--- src/rtl/rgbw_pkg.sv ---
// Constants and types shared by the RGBW colour generator and PWM engine.
// RGBW_PWM_PHASE_STAGGER_EN selects per-channel phase offsets 0/64/128/192 instead of all-zero.
package rgbw_pkg;

  localparam int unsigned PWM_PERIOD = 255;
  localparam int unsigned NUM_CH     = 4;
  localparam int unsigned PWM_W      = 8;
  localparam int unsigned SUM_W      = PWM_W + 1;

  typedef logic [PWM_W-1:0] duty_t;
  typedef logic [SUM_W-1:0] sum_t;

`ifdef RGBW_PWM_PHASE_STAGGER_EN
  localparam duty_t PHASE_OFS [NUM_CH] = '{8'd0, 8'd64, 8'd128, 8'd192};
`else
  localparam duty_t PHASE_OFS [NUM_CH] = '{default: '0};
`endif

  localparam duty_t CNT_LAST = duty_t'(PWM_PERIOD - 1);

  // Counter plus offset, folded back into 0..PWM_PERIOD-1.
  function automatic duty_t phase_wrap(input duty_t cnt, input duty_t ofs);
    sum_t sum;
    sum = sum_t'(cnt) + sum_t'(ofs);
    if (sum >= sum_t'(PWM_PERIOD)) begin
      sum = sum - sum_t'(PWM_PERIOD);
    end
    return sum[PWM_W-1:0];
  endfunction

endpackage

--- src/rtl/rgbw_pwm_channel.sv ---
// One PWM channel: double-buffered duty, phase offset, comparator and output register.
module rgbw_pwm_channel
  import rgbw_pkg::*;
#(
  parameter duty_t OFS = '0
) (
  input  logic  clk,
  input  logic  reset,
  input  logic  i_load,
  input  duty_t i_duty,
  input  logic  i_xfer,
  input  duty_t i_cnt,
  input  logic  i_out_en,
  output logic  o_d
);

  duty_t r_pend;
  duty_t r_act;
  logic  r_d;
  duty_t w_ph;

  assign w_ph = phase_wrap(i_cnt, OFS);

  // Transfer reads the pre-edge pending value, so a same-edge load lands for the next wrap.
  always_ff @(posedge clk) begin
    if (!reset) begin
      r_pend <= '0;
      r_act  <= '0;
      r_d    <= 1'b0;
    end else begin
      if (i_load) begin
        r_pend <= i_duty;
      end
      if (i_xfer) begin
        r_act <= r_pend;
      end
      r_d <= i_out_en & (w_ph < r_act);
    end
  end

  assign o_d = r_d;

endmodule

--- src/rtl/rgbw_pwm_engine.sv ---
// Four-channel 8-bit RGBW PWM engine with period-aligned duty updates.
// Build with RGBW_PWM_PHASE_STAGGER_EN to stagger channel phases (see rgbw_pkg).
module rgbw_pwm_engine
  import rgbw_pkg::*;
(
  input  logic             clk,
  input  logic             reset,
  input  logic             clk_half,
  input  logic             out_en,
  input  logic             load,
  input  logic [PWM_W-1:0] duty0,
  input  logic [PWM_W-1:0] duty1,
  input  logic [PWM_W-1:0] duty2,
  input  logic [PWM_W-1:0] duty3,
  output logic             d0,
  output logic             d1,
  output logic             d2,
  output logic             d3,
  output logic             period_start,
  output logic             upd_ack
);

  duty_t             r_cnt;
  logic              r_pend_v;
  logic              r_period_start;
  logic              r_upd_ack;
  logic              w_wrap;
  logic              w_xfer;
  duty_t             w_duty [NUM_CH];
  logic [NUM_CH-1:0] w_d;

  assign w_wrap = clk_half & (r_cnt == CNT_LAST);
  assign w_xfer = w_wrap & r_pend_v;

  // Period counter, pending flag (load wins over transfer clear) and status pulses.
  always_ff @(posedge clk) begin
    if (!reset) begin
      r_cnt          <= '0;
      r_pend_v       <= 1'b0;
      r_period_start <= 1'b0;
      r_upd_ack      <= 1'b0;
    end else begin
      if (clk_half) begin
        r_cnt <= w_wrap ? '0 : r_cnt + duty_t'(1);
      end
      if (load) begin
        r_pend_v <= 1'b1;
      end else if (w_xfer) begin
        r_pend_v <= 1'b0;
      end
      r_period_start <= w_wrap;
      r_upd_ack      <= w_xfer;
    end
  end

  assign w_duty[0] = duty0;
  assign w_duty[1] = duty1;
  assign w_duty[2] = duty2;
  assign w_duty[3] = duty3;

  for (genvar g = 0; g < NUM_CH; g++) begin : g_ch
    rgbw_pwm_channel #(
      .OFS (PHASE_OFS[g])
    ) u_ch (
      .clk      (clk),
      .reset    (reset),
      .i_load   (load),
      .i_duty   (w_duty[g]),
      .i_xfer   (w_xfer),
      .i_cnt    (r_cnt),
      .i_out_en (out_en),
      .o_d      (w_d[g])
    );
  end

  assign d0           = w_d[0];
  assign d1           = w_d[1];
  assign d2           = w_d[2];
  assign d3           = w_d[3];
  assign period_start = r_period_start;
  assign upd_ack      = r_upd_ack;

endmodule

--- config.mk ---
export PLATFORM = sky130hd
export DESIGN_NAME = rgbw_pwm_engine
export DESIGN_NICKNAME = d
export VERILOG_FILES = /design/src/rtl/rgbw_pkg.sv /design/src/rtl/rgbw_pwm_channel.sv /design/src/rtl/rgbw_pwm_engine.sv
export SDC_FILE = /design/constraint.sdc
export NUM_CORES = 1
export LEC_CHECK = 0
export CAP_MARGIN = 20
export CORE_ASPECT_RATIO = 2
export CORE_MARGIN = 2
export CORE_UTILIZATION = 30
export CTS_CLUSTER_SIZE = 30
export DETAILED_ROUTE_END_ITERATION = 7
export GPL_TIMING_DRIVEN = 0
export SETUP_SLACK_MARGIN = 0.05
export SYNTH_ARGS = -nofsm -noshare
export SYNTH_HDL_FRONTEND = slang
export SYNTH_HIERARCHICAL = 1
export SYNTH_SLANG_ARGS = --single-unit
--- constraint.sdc ---
create_clock -name clk -period 2.5 [get_ports clk]
set_input_delay 0.375 -clock clk [delete_from_list [all_inputs] [get_ports clk]]
set_output_delay 0.375 -clock clk [all_outputs]
set_load 0.01 [all_outputs]
==> results.ini <==
[status]
status = finished clean

[clock_tree]
cts.path.max_buffers = 2
clk_pin_slew_ns = 0.06
h-tree-depth = 3
cts_root_buffer = clkbuf_16
postCtsHoldBufs = 0
cts_tree = built
tritoncts.num_buffers = 9
clkSinkCount = 79
clk_latency_ns = 0.33

[die]
die-area_um2 = 14800
rows = 60
die_h_um = 170
die_w_um = 86.9
start_util_pct = 30.7
core_um2 = 13400
pin_count = 43

[placement]
place.gp.congestion = 0.883
portBuffers = 41
dp_hpwl_um = 6410

[hold_path]
hold_class = input pin to flop
hp-start = clk_half

[power]
powerDensity_nw_per_um2 = 573
worst_ir_drop_vdd_v = 0.000334
design_power_total_uw = 2950
p_leak_uw = 0.00200

[cells_and_area]
multi_input_area_um2 = 2360
fill_cells = 1324
regArea_um2 = 1600
antenna_cells = 0
syn2layout_area_growth_pct = 24.7
drive_above_1_share_pct = 13.8
finalNetCount = 550

[yosys]
yosysSeqAreaShare_pct = 38.3
synth.distinct_cells = 35
synth.net_count = 492
synth_top_area_share_pct = 38.3
synth-edff-count = 0
ys_top_cells_by_count = dfxtp_1, nor2b_1, mux2i_1
yosys.cell_count.top_type = dfxtp_1
synth_area_um2 = 4130
synth-seq-cells = 79
synthCells = 421
yosysWarnings = 6
netlist_top_cells_area = dfxtp_1, mux2i_1, nor2b_1
synth_top_area_cell = dfxtp_1
syn_avg_cell_area_um2 = 9.80
async_flop_share_pct = 0
synthFlopType = dfxtp_1

[detailed_routing]
firstDrtPassIters = 4
drt_iter0_drc = 102
detail_route.wl_per_cell_um = 13.8
ant_nets = 0
vias = 3127
viasPerCell = 4.89
routed_wl_um = 8820
drc_errors = 0

[worst_setup_path]
crit_chain = ha_1, nand4_1, nor2_4, mux2_2, ha_1, or4b_1, a31oi_1
slowest_delay_ns = 0.50
crit_top_cell = ha_1
timing.rr.start = r_cnt[1]$_SDFFE_PN0P_
crit_slowest_cell = or4b_1
crit_arrival_ns = 2.60
cp_data_required_time_ns = 2.74
path_buf_inv = 0
critical-path-top-delay-family = simple AND/OR/NAND/NOR gates
worstSetupStartpointType = flop
crit_fanout = 15
cp-startpoint = r_cnt[1]$_SDFFE_PN0P_
crit_type = flop to flop
end_kind = flop

[global_routing]
grt_pass1_wl_um = 14400
track_usage_pct = 12.4
grt_pass1_vias = 3131
grt_max_degree = 28
antenna_found_initial = 0
grt-ovfl-total = 0

[sta]
drv_slew = 0
hold_viol = 0
setup_viol = 0
tightest_slew_ns = 0.422
fin_crit_ns = 2.36
period_share_pct = 94.4
slew_headroom_pct = 71.8
rsz0062_at_grt = false
max_freq_mhz = 424
fin_hold_ws_ns = 0.396
skew_ns = 0.00652

[run]
cap_violations = 0

flip-flops by register name, indices dropped and copies added (netlist names):
register          count
g_ch.u_ch/r_act      32
g_ch.u_ch/r_pend     32
r_cnt                 8
g_ch.u_ch/o_d         4
period_start          1
r_pend_v              1
upd_ack               1
final cells by class:
| class | count | share of cell area (%) |
|---|---|---|
| Multi-Input combinational cell | 291 | 45.9 |
| Sequential cell | 79 | 31.0 |
| Timing Repair Buffer | 47 | 9.24 |
| Clock buffer | 10 | 4.45 |
| Tap cell | 155 | 3.77 |
| Inverter | 38 | 2.77 |
| Clock inverter | 6 | 1.65 |
| Buffer | 13 | 1.22 |
repair_timing:
item,CTS,global route
setup buffers,0,5
endpoints found under the setup margin,36,36
hold endpoints to repair,0,0
pin swaps,0,1
resized for setup,8,6
through the flow:
step	instance area, um^2	utilization [%]	instances	TNS [ns]	setup WS (ns)
floorplan	4130	-	421	0	0.139
global placement	4730	35.2	617	-1.16	-0.307
detailed placement	4760	35.4	618	-1.38	-0.378
CTS	5090	37.9	634	0	0.0486
global route	5150	38.3	639	0	0.0416
finish	5150	38.3	639	0	0.141
worst reg2reg max path: cells and delay by family, from the launching register on:
family                     cells  cell delay, ns
and+or+nand+nor                3            0.85
DFF                            1            0.44
adders and majority gates      2            0.38
muxes                          1            0.35
AOI/OAI and AO/OA              1            0.25
report_power, final:
| part | total [uW] | switching [uW] | internal (uW) |
|---|---|---|---|
| Clock | 1370 | 499 | 870 |
| Combinational | 250 | 103 | 147 |
| Sequential | 1330 | 33.7 | 1300 |
placed cells by master, fill, tap and decap left out, types with 2 or more instances in the layout:
cell type / count
and4_2: 4
inv_1: 38
nand4_2: 2
o21ai_0: 4
clkbuf_1: 5
dfxtp_1: 71
nor3_2: 2
and2b_2: 12
nand2b_1: 2
dfxtp_2: 6
a31oi_1: 5
or4b_1: 4
clkinvlp_4: 2
mux2_2: 4
nor2b_1: 77
nand4b_1: 4
mux2i_1: 64
buf_2: 8
bufinv_16: 2
nor2_1: 12
buf_4: 6
o211ai_1: 5
clkdlybuf4s50_1: 41
clkinv_2: 2
nand4_1: 10
dfxtp_4: 2
o221ai_1: 4
nand2_1: 7
a21o_1: 4
xor2_1: 3
clkbuf_16: 9
nand3_1: 7
nor2_4: 3
a21oi_1: 11
ha_1: 34
layer usage:
layer / GRT usage [%] / up-vias / share of wire, %
met1: 13.3 / 1482 / 40
met3: 2.96 / 24 / 4.0
li1: - / 1565 / -
met2: 21.9 / 56 / 52
met5: 0 / - / 0
met4: 6.66 / 0 / 3.4
final timing paths:
path                                              to  slack, ns  depth (start not counted)
setup / recovery         g_ch[3].u_ch/o_d$_SDFF_PN0_       0.14                          7
hold / removal                 r_cnt[1]$_SDFFE_PN0P_       0.40                          3
setup reg to reg         g_ch[3].u_ch/o_d$_SDFF_PN0_       0.14                          7
hold reg to reg   g_ch[0].u_ch/r_act[6]$_SDFFE_PN0P_       0.51                          2
cell families (layout without fill, tap and decap cells):
group / Yosys count / after routing / share of synthesized area [%]
DFF: 79 / 79 / 38.3
and+or+nand+nor: 150 / 150 / 23.4
muxes: 68 / 68 / 16.6
adders and majority gates: 34 / 34 / 10.3
xor gates and xnor gates: 3 / 3 / 0.637
buffers and inverters: 51 / 114 / 4.97
AOI/OAI and AO/OA: 36 / 36 / 5.73
No activity file was read; power rests on OpenSTA's default activity.
==> RTL edit 1 (same flow settings) <==
Reset style: asynchronous (`reset`), changed in 2 clocked blocks.
--- a/src/rtl/rgbw_pwm_channel.sv
+++ b/src/rtl/rgbw_pwm_channel.sv
@@ -23,5 +23,5 @@
 
   // Transfer reads the pre-edge pending value, so a same-edge load lands for the next wrap.
-  always_ff @(posedge clk) begin
+  always_ff @(posedge clk or negedge reset) begin
     if (!reset) begin
       r_pend <= '0;
--- a/src/rtl/rgbw_pwm_engine.sv
+++ b/src/rtl/rgbw_pwm_engine.sv
@@ -34,5 +34,5 @@
 
   // Period counter, pending flag (load wins over transfer clear) and status pulses.
-  always_ff @(posedge clk) begin
+  always_ff @(posedge clk or negedge reset) begin
     if (!reset) begin
       r_cnt          <= '0;
Behaviour: same outputs for any inputs over 10 cycles, from zero or initial values and one cycle with reset low; that may be too few to reach the edited logic, so the function may still have changed.
==> RTL edit 1 against the unedited design <==
- first-iteration DRC count rose to 2.5 times the old value
- sequential cell count unchanged
- synthesized cell count down 11%
- setup slack better by 0.0081 ns
- die area down 0.99%
- cell count down 6.1%
- synthesized area down 1.0%
- wire length up 0.41%
- count of clock-buffer cells in the layout down 1
- cell area up 0.70%
- largest cell class is now sequential cells
Power is not compared: it rests on default switching activity, and its combinational part moved more than twofold at a synthesized area within 25%.
==> RTL edit 1: results (changes against the unedited design) <==
placed_area_mm2: 0.004741  # was 0.004760 mm²
synth_compound_area_frac: 0.09464  # was 0.05729
dr_wl_met2_mm: 4.989  # was 4.609 mm
grt_pass1_vias: 3149  # was 3,131
synth_mux_area_frac: 0.1103  # was 0.1661
grt_util_met1: 0.1394  # was 0.1331
cts_resized: 10  # was 8
postCtsHoldBufs: 1  # was 0
fin_skew_ns: 0.006879  # was 0.006519 ns
max_stage_delay_ns: 0.53  # was 0.50 ns
grt_util_met2: 0.2421  # was 0.2187
holdWs_ns: 0.2986  # was 0.3956 ns
synth_commonest_cells: "79 x dfrtp_1, 40 x mux2_2, 37 x inv_1, 34 x ha_1"  # was 79 x dfxtp_1, 77 x nor2b_1, 64 x mux2i_1, 38 x inv_1, 34 x ha_1
via_per_inst: 4.920  # was 4.894
grt_use_total: 0.1308  # was 0.1242
ys_types: 38  # was 35
yosysSeqAreaShare: 0.4839  # was 0.3831
layout-drive-gt1-share: 0.2494  # was 0.1384
hpwl_mm: 6.219  # was 6.406 mm
reg2reg_from: "r_cnt[0]"  # was r_cnt[1]
status: "finished, final reports clean"  # unchanged
syn_area_per_cell_um2: 10.95  # was 9.805 µm²
wire_per_inst_um: 14.75  # was 13.79 µm
grt_first_pass_wirelength_mm: 14.83  # was 14.41 mm
drt_iter0_drc: 255  # was 102
post_cts_buffers: 8  # was 0
dp_slack_ns: -0.3479  # was -0.3781 ns
wl_met3_um: 182  # was 350 µm
reg2reg_to: "g_ch[1].u_ch/o_d"  # was g_ch[3].u_ch/o_d
nets: 511  # was 550
fin_cells: 600  # was 639
relSlewSlack: 0.6999  # was 0.7175
yosys_most_used_dff: "dfrtp_1"  # was dfxtp_1
hold_end: "r_cnt[1]"  # unchanged
min_path_cells: 2  # was 3
## RTL edit 1: cell count changes after synthesis, moves of 6 or more
cell,before,now
mux2_2,4,40
nor2_1,12,6
nor2b_1,77,16
dfxtp_1,79,0
buf_2,8,0
nand2_1,7,31
mux2i_1,64,0
o21ai_0,4,31
dfrtp_1,0,79
## RTL edit 1: logic make-up after synthesis
group / Yosys count
AOI/OAI and AO/OA: 65
xor gates and xnor gates: 2
adders and majority gates: 34
buffers and inverters: 46
DFF: 79
muxes: 40
and+or+nand+nor: 107
## RTL edit 1: worst max-delay path by stage
stage | startpoint | to | slack, ns
after global routing | r_cnt[0] | g_ch[3].u_ch/r_act[4] | 0.01
after global placement | reset | period_start | -1.66
after CTS | r_cnt[0] | g_ch[0].u_ch/r_act[3] | 0.05
final | r_cnt[0] | g_ch[1].u_ch/o_d | 0.15
after detailed placement | r_cnt[0] | g_ch[1].u_ch/o_d | -0.35
after floorplan | r_cnt[0] | g_ch[2].u_ch/o_d | 0.14
## RTL edit 1: layout make-up
type	count	area, µm²	share of cell area
tap	155	193.9	0.03742
inverter	37	138.9	0.02680
timing repair buffer	56	541.8	0.1045
multi-input combinational	248	1988	0.3836
clock buffer	9	225.2	0.04346
buffer	9	42.54	0.008209
clock inverter	7	62.56	0.01207
sequential	79	1989	0.3839
## RTL edit 1: power groups by stage
stage / clock network (mW) / logic (mW) / registers [mW]
3_3_place_gp: 0 / 1.09 / 1.79
4_1_cts: 1.30 / 1.26 / 1.75
5_1_grt: 1.35 / 1.48 / 1.78
6_report: 1.26 / 1.30 / 1.75
2_1_floorplan: 0 / 0.802 / 1.70
3_5_place_dp: 0 / 1.15 / 1.79
==> RTL edit 2 (same settings) <==
Without the edit above. `PWM_W`: 8 -> 10.
--- a/src/rtl/rgbw_pkg.sv
+++ b/src/rtl/rgbw_pkg.sv
@@ -5,5 +5,5 @@
   localparam int unsigned PWM_PERIOD = 255;
   localparam int unsigned NUM_CH     = 4;
-  localparam int unsigned PWM_W      = 8;
+  localparam int unsigned PWM_W      = 10;
   localparam int unsigned SUM_W      = PWM_W + 1;
 
Interface: changed (resized duty0, duty1, duty2 and duty3); port bits go from 43 to 51. The function was not compared with the original's and may differ.
==> RTL edit 2 against the unedited design <==
- the flow now finishes with violations (setup timing)
- first-iteration DRC count is 4.9% higher
- largest cell class unchanged
- critical endpoint is now g_ch[0].u_ch/o_d
- synthesized area increased by 37%
- synthesized cell count grew 43%
- clock power up 7%
- global-route usage rose by 2.0 points
- setup slack worse by 0.16 ns
- sequential cell count is 18 higher
- largest power group is now sequential cells
- total power is 16% higher
- cell area up 45%
- core utilization grew 1.8 points
- non-clock buffer count is 43 higher
- wire length rose by 67%
- maximum frequency shrank 6.5%
==> RTL edit 2: results (changes against the unedited design) <==
status: "complete, but fails checks"  # was finished, final reports clean
violations: "setup timing"
relSlewSlack: 0.6066  # was 0.7175
dr_wl_met2_mm: 8.126  # was 4.609 mm
synth_fa_ha_area_frac: 0.09294  # was 0.1031
dp_slack_ns: -0.5976  # was -0.3781 ns
reg2reg_depth: 10  # was 7
hpwl_mm: 9.448  # was 6.406 mm
fin_skew_ns: 0.007420  # was 0.006519 ns
synthTopCellsByArea: "dfxtp_1 34%, mux2i_1 14%, ha_1 9.3%"  # was dfxtp_1 38%, mux2i_1 16%, nor2b_1 12%
cts_buffers: 9  # unchanged
layout-drive-gt1-share: 0.2000  # was 0.1384
power_leakage_nw: 2.728  # was 2.004 nW
syn_area_per_cell_um2: 9.377  # was 9.805 µm²
hp-start: "r_pend_v"  # was clk_half
reg_top3: "g_ch.u_ch/r_act: 40 flops, g_ch.u_ch/r_pend: 40 flops, r_cnt: 10 flops"  # was g_ch.u_ch/r_act: 32 flops, g_ch.u_ch/r_pend: 32 flops, r_cnt: 8 flops
max_stage_delay_ns: 0.48  # was 0.50 ns
via_per_inst: 4.982  # was 4.894
wire_per_inst_um: 15.95  # was 13.79 µm
synth_fp_nets: 690  # was 492
power.total_mw: 3.410  # was 2.951 mW
critPathTopFamily: "compound AO/OA/AOI/OAI gates"  # was simple AND/OR/NAND/NOR gates
drt_first_pass_iters: 5  # was 4
worst_slack_ns: -0.02334  # was 0.1412 ns
yosysSeqAreaShare: 0.3434  # was 0.3831
grt_pass1_vias: 4717  # was 3,131
critPathMaxFanout: 7  # was 15
dpl.cell_count: 872  # was 618
placed_area_mm2: 0.006435  # was 0.004760 mm²
synth_commonest_cells: "97 x dfxtp_1, 80 x mux2i_1, 80 x nor2b_1, 42 x ha_1, 41 x inv_1"  # was 79 x dfxtp_1, 77 x nor2b_1, 64 x mux2i_1, 38 x inv_1, 34 x ha_1
final.fill_count: 1885  # was 1,324
port_buffers: 50  # was 41
vias: 4603  # was 3,127
nets: 787  # was 550
wl_met3_um: 446  # was 350 µm
gp_congestion: 0.8332  # was 0.8832
worstPathArrival_ns: 2.77  # was 2.60 ns
synth_compound_area_frac: 0.1022  # was 0.05729
clock_latency_ns: 0.35  # was 0.33 ns
final-setup-viol-count: 1  # was 0
drt_iter0_drc: 107  # was 102
ir_drop_v: 0.0002510  # was 0.0003341 V
-- RTL edit 2: cell count changes after synthesis, moves of 11 or more --
cell / change
mux2i_1: +16
nand2_1: +11
o21ai_0: +11
nand3_1: +11
and2b_2: -12
a21oi_1: +25
dfxtp_1: +18
xnor2_1: +12
-- RTL edit 2: final timing paths --
path / end / slack, ns
setup / recovery: g_ch[0].u_ch/o_d / -0.02
hold / removal: r_pend_v / 0.48
setup reg to reg: g_ch[0].u_ch/o_d / -0.02
hold reg to reg: r_pend_v / 0.48
-- RTL edit 2: layout make-up --
type | instances | area (µm²) | share of cell area
Buffer | 17 | 133.9 | 0.01789
Clock buffer | 10 | 229.0 | 0.03060
Clock inverter | 6 | 82.58 | 0.01103
Inverter | 41 | 153.9 | 0.02057
Multi-Input combinational cell | 448 | 3737 | 0.4994
Sequential cell | 97 | 1977 | 0.2642
Tap cell | 219 | 274.0 | 0.03662
Timing Repair Buffer | 86 | 895.9 | 0.1197
-- RTL edit 2: power by group --
group          total [mW]  switching, mW  internal, mW  leakage, nW
combinational       0.319          0.133         0.186         1.78
clock                1.47          0.600         0.872        0.152
sequential           1.62         0.0377          1.58        0.798
total                3.41          0.771          2.64         2.73
-- RTL edit 2: per-stage QoR --
step,util,setup TNS [ns]
after global placement,0.3449,-15.06
after floorplan,-,0
after detailed placement,0.3449,-15.59
after CTS,0.3775,0
final,0.4011,-0.02334
after global routing,0.4011,-0.2175
-- RTL edit 2: metal layers --
layer / global-route usage / vias up
li1: - / 2324
met1: 0.1327 / 2145
met2: 0.2747 / 94
met3: 0.01871 / 40
met4: 0.1071 / 0
met5: 0 / -
-- RTL edit 2: what timing repair did --
item                       CTS  global route
hold buffers                 0             0
buffers inserted            17            15
pin swaps                    7            37
setup endpoints to repair   44            43
gates cloned                 0             4
resized for setup           45            50
